## config.mk

```make
export PLATFORM = sky130hd
export DESIGN_NAME = demux_buf
export DESIGN_NICKNAME = d
export VERILOG_FILES = /design/src/rtl/demux_buf.sv
export SDC_FILE = /design/constraint.sdc
export NUM_CORES = 1
export LEC_CHECK = 0
export ABC_AREA = 1
export CORE_MARGIN = 2
export CORE_UTILIZATION = 59
export DETAILED_ROUTE_END_ITERATION = 10
export PLACE_DENSITY = 0.94
export SLEW_MARGIN = 5
export SYNTH_ARGS = -nofsm -noshare
export SYNTH_HDL_FRONTEND = slang
export SYNTH_SLANG_ARGS = --single-unit
```

## constraint.sdc

```tcl
create_clock -name clk -period 16.9 [get_ports clk]
set_input_delay 3.38 -clock clk [delete_from_list [all_inputs] [get_ports clk]]
set_output_delay 3.38 -clock clk [all_outputs]
set_load 0.005 [all_outputs]
```

## src/rtl/demux_buf.sv

```systemverilog
`default_nettype none
`timescale 1ns/1ps
// +----------------------------------------------------------------------------+
// | demux_buf : 1-to-2**N valid/ready stream demultiplexer, 2-entry FIFO/chan  |
// | Revision  : 1.0 - initial release                                          |
// +----------------------------------------------------------------------------+
module demux_buf #(
   parameter int WIDTH = 32,
   parameter int N     = 2
) (
   input  logic                 clk,
   input  logic                 rst,
   input  logic                 in_valid,
   output logic                 in_ready,
   input  logic [WIDTH-1:0]     in_data,
   input  logic [N-1:0]         in_sel,
   output logic [(2**N)-1:0]    out_valid,
   input  logic [(2**N)-1:0]    out_ready,
   output logic [WIDTH-1:0]     out_data  [2**N],
   output logic [1:0]           out_count [2**N]
);

   localparam int         c_num_ch = 2**N;
   localparam logic [1:0] c_full   = 2'd2;

   logic [WIDTH-1:0] r_head  [c_num_ch];
   logic [WIDTH-1:0] r_tail  [c_num_ch];
   logic [1:0]       r_count [c_num_ch];

   logic             w_in_ready;

   // Back-pressure looks only at the addressed channel's registered count.
   assign w_in_ready = (r_count[in_sel] != c_full);
   assign in_ready   = w_in_ready;

   generate
      for (genvar c = 0; c < c_num_ch; c++) begin : g_ch
         logic w_push;
         logic w_pop;

         assign w_push = in_valid && w_in_ready && (in_sel == N'(c));
         assign w_pop  = (r_count[c] != 2'd0) && out_ready[c];

         assign out_valid[c] = (r_count[c] != 2'd0);
         assign out_data[c]  = r_head[c];
         assign out_count[c] = r_count[c];

         always_ff @(posedge clk or posedge rst) begin
            if (rst) begin
               r_head[c]  <= '0;
               r_tail[c]  <= '0;
               r_count[c] <= 2'd0;
            end else begin
               case (r_count[c])
                  2'd0: begin
                     if (w_push) begin
                        r_head[c] <= in_data;
                     end
                  end
                  2'd1: begin
                     if (w_push && w_pop) begin
                        r_head[c] <= in_data;
                     end else if (w_push) begin
                        r_tail[c] <= in_data;
                     end
                  end
                  default: begin
                     if (w_pop) begin
                        r_head[c] <= r_tail[c];
                     end
                  end
               endcase

               if (w_push && !w_pop) begin
                  r_count[c] <= r_count[c] + 2'd1;
               end else if (w_pop && !w_push) begin
                  r_count[c] <= r_count[c] - 2'd1;
               end
            end
         end
      end
   endgenerate

endmodule
`default_nettype wire
```

# Yosys cells after proc, flatten, opt, wreduce, memory -nomap -nowiden
# Cells that the tools add are included.
[word_totals]
ff_bits = 264
out_inout_bits = 141
elab_cells = 123
in_bits = 41
[classes]
n_mux = 27
eq_ne = 16
n_bitwise = 5
addsub = 8
n_reduce_logical = 54
magnitude_cmp = 1
[ops]
columns = ["op", "count"]
rows = [
  ["$mux W32", 12],
  ["$pmux W32 S2", 4],
  ["$reduce_and A3 Y1", 8],
  ["$logic_and A1 B1 Y1", 21],
  ["$mux W2", 10],
  ["$ne A2 B2 Y1 const B", 9],
  ["$reduce_bool A2 Y1", 8],
  ["$reduce_bool A3 Y1", 4],
  ["$eq A2 B1 Y1 const B", 5],
  ["$logic_not A2 Y1", 5],
  ["$add A2 B1 Y2 const B", 4],
  ["$logic_not A1 Y1", 8],
  ["$sub A2 B1 Y2 const B", 4],
  ["$bmux W2 S2", 1],
  ["$eq A2 B2 Y1 const B", 2],
  ["$not A1 Y1", 4],
  ["$ge A3 B3 Y1 const B", 1],
  ["$not A2 Y3", 1],
]

# Depth between registers and ports, before layout
[depth]
word_depth = 11
mapped_depth = 16
mapped_depth_nobuf = 14

# Worst setup path before layout
# Ideal clock, no wire load.
[synth_timing]
path_type = "input to output"
start = "input in_sel[0]"
end = "output in_ready"
path_slack_ps = 9646
path_stages = 6
arrival_time_ps = 3874
path_buffers = 1
path_cell_list = "buf_6 -> nor2_2 -> nand2_1 -> nand2_2 -> nor2_4 -> nand2_4"
[synth_between]
elab_chain_cells = 5
[synth_lines]
columns = ["element", "line_no", "text"]
rows = [
  ["start: declaration", "16", "input logic [N-1:0] in_sel,"],
  ["$not A2 Y3 (implied by the code)", "33", "assign w_in_ready = (r_count[in_sel] != c_full);"],
  ["$bmux W2 S2", "33", ""],
  ["$mux W2 (implied by the code) (2 in series)", "33", ""],
  ["$ne A2 B2 Y1", "33", ""],
  ["end: declaration", "14", "output logic in_ready,"],
]
# Every way passes these cells. The select of a mux whose other input is x is not followed.

# Worst setup path after layout
# Same ends and word-level chain as after synthesis.

==> reports/qor.csv <==
stage,metric,value,unit
placed_design,Final GP Congestion,0.8402,
clocking,Worst-Skew Late Latency,520,ps
placed_design,Placed Area,13870,µm²
sta,Tmin final,8419,ps
routing,DRC viols,0,
die,number of cell rows,52,
routing,drt pass-1 iters,5,
placed_design,Detailed Place HPWL,20.34,mm
clocking,# clock sinks,264,
power,leakage,7.185,nW
sta,setup TNS,0,ps
worst_hold_path,min-delay worst type,register to register,
clocking,deepest clock path buffer count,3,
worst_setup_path,critical path class,input port to output port,
routing,vias per cell,5.680,
sta,Fmax,118.8,MHz
worst_setup_path,CP Launch Type,input port,
global_routing,pin count of the biggest net entering global routing,109,
power,Power per Cell Area,213.2,nW/µm²
clocking,clock root cell,clkbuf_16,
job,Max Cap Violations,0,
placed_design,PortBufs,181,
synth,Ys Warns,0,
synth,Synth area leader,dfrtp_1,
outcome,status,completed,
clocking,"Reg clk slew, reported paths",60,ps
sta,Clock Skew,18.57,ps
clocking,TritonCTS clock tree,built,
routing,drt total wl,32.34,mm
final_layout,antenna diode count,0,
final_layout,Post-Layout Inst Area,14670,µm²
final_layout,"commonest cells after routing, fill and taps aside","nand2_1, dfrtp_1, o21ai_0",
worst_setup_path,Critical Path AT,5040,ps
synth,Yosys cell types,26,
synth,top cell type's share of synthesized area,0.5450,
clocking,postcts setup bufs,0,
worst_setup_path,Worst Path Required,13520,ps
global_routing,Overflow after GRT,0,
worst_setup_path,CP Max Fanout,8,
final_layout,"commonest non-fill, non-tap cell in the layout",nand2_1,
synth,Avg Inst Size Synth,8.683,µm²
clocking,Num CTS Buffers,26,
sta,RSZ-0062 raised after global routing,false,
die,Die Ht,147.3,µm
clocking,Post-CTS Resized,0,
global_routing,global-route wire length before repair,51.42,mm
final_layout,synth-to-layout area growth,21.06,%
die,Die X,147.3,µm
global_routing,All-Layer GR Usage,0.2983,
worst_setup_path,Setup crit end kind,output port,
clocking,post-cts hold buffer count,0,
die,boundary pin count,182,
die,Die ar.,21710,µm²
global_routing,number of global-route vias before repair,10061,
power,Internal Power,0.001837,W
sta,Final Setup Violations,0,
synth,syn nets,1453,
routing,via count,10269,
power,Max IR drop VDD,159.8,µV
sta,final hold violations,0,
routing,WL/cell,17.89,µm
power,Switching Share,0.4127,
power,combinational power share,0.455,
synth,sequential fraction of the synthesis area,0.5450,
die,Core Footprint,20170,µm²
routing,DR iter-0 viols,1107,
global_routing,initial antenna violation count,1,
final_layout,Fillers,1467,
final_layout,Layout Nets,1580,
die,Initial Util,0.6010,
final_layout,share of cells above drive strength 1,0.08583,
power,Net Switching,0.001291,W
clocking,H-tree levels,1,
sta,Final Max Slew Viols,0,
power,share of power burned in registers,0.371,
synth,post-synthesis cell count,1396,
synth,"FF+latch count, synth",264,
synth,ranking of synthesized cells by area,"dfrtp_1, nand2_1, o21ai_0, nand3_1, nand2_4",
sta,fin crit share,0.4982,
sta,worst relative slew slack,0.2575,
synth,mapped cell area,12120,µm²
power,Clk pwr share,0.174,
routing,Antenna Nets Post-Route,0,
sta,measured slew at the worst slew-check pin,1110,ps
[final timing paths]
| check | slack (ps) | end | cells after the start | from |
|---|---|---|---|---|
| setup / recovery | 8480 | in_ready | 8 | in_sel[0] |
| hold / removal | 470 | out_data[22] | 2 | out_data[22] |
| setup reg to reg | 13470 | out_data[119] | 13 | out_count[3] |
| hold reg to reg | 470 | out_data[22] | 2 | out_data[22] |
| max in group asynchronous | 11960 | out_data[122] | 3 | rst |
| min in group asynchronous | 3390 | out_data[24] | 2 | rst |
[routing by layer]
layer / up-vias / GRT usage / routed length (µm) / part of all wire
met5: - / 0 / 0 / 0
met4: 0 / 0.1163 / 1000 / 0.031
met3: 85 / 0.05435 / 2702 / 0.084
met2: 476 / 0.4822 / 15250 / 0.47
met1: 4963 / 0.4057 / 13390 / 0.41
li1: 4745 / - / - / -
[stage by stage]
step | hold slack, ps | setup WS (ps) | cells | utilization | power (W)
2_1_floorplan | 452.9 | 6251 | 1396 | - | 0.002055
3_3_place_gp | 453.8 | 8556 | 1764 | 0.6875 | 0.002479
3_5_place_dp | 457.7 | 8511 | 1764 | 0.6875 | 0.002552
4_1_cts | 472.9 | 8499 | 1807 | 0.7266 | 0.003116
5_1_grt | 495.5 | 8370 | 1808 | 0.7275 | 0.003344
6_report | 471.7 | 8481 | 1808 | 0.7275 | 0.003128
[final cells by class]
class	count	area, µm²	area share
Clock inverter	2	10.01	0.0006821
Multi-Input combinational cell	979	4820	0.3284
Sequential cell	264	6608	0.4503
Timing Repair Buffer	187	1869	0.1274
Tap cell	270	337.8	0.02302
Inverter	65	251.5	0.01714
Clock buffer	41	778.2	0.05304
[registers in the layout, indices dropped and copies added (netlist names)]
register and cells:
out_data 128, out_count 8, r_tail 128
[power groups by stage]
stage	Sequential, W	Clock (W)	Combinational [W]
after CTS	0.00115	0.000548	0.00141
final	0.00116	0.000544	0.00142
after global routing	0.00119	0.000572	0.00158
after floorplan	0.00110	0	0.000952
after global placement	0.00114	0	0.00134
after detailed placement	0.00116	0	0.00140
[cell usage after synthesis, drive strengths merged]
cell type / instances
a21oi: 1
a22oi: 3
buf: 32
clkbuf: 56
dfrtp: 264
ha: 16
inv: 65
nand2: 542
nand3: 135
nor2: 12
o21ai: 262
xnor2: 4
xor2: 4
[worst max-delay path: stages]
cell	delay (ps)
clkdlybuf4s50_1	670
inv_2	90
nand2_1	70
nand2_1	60
nand2_1	50
nand2_1	90
nand2_4	110
clkdlybuf4s50_1	510
[cells by family after synthesis]
family,synth area share
AND/OR/NAND/NOR,0.2606
buffers and inverters,0.06007
adder cells (fa/ha/maj),0.01652
XOR/XNOR,0.005780
AO/OA/AOI/OAI,0.1120
flip-flops,0.5450
No activity file was read; power rests on OpenSTA's default activity.
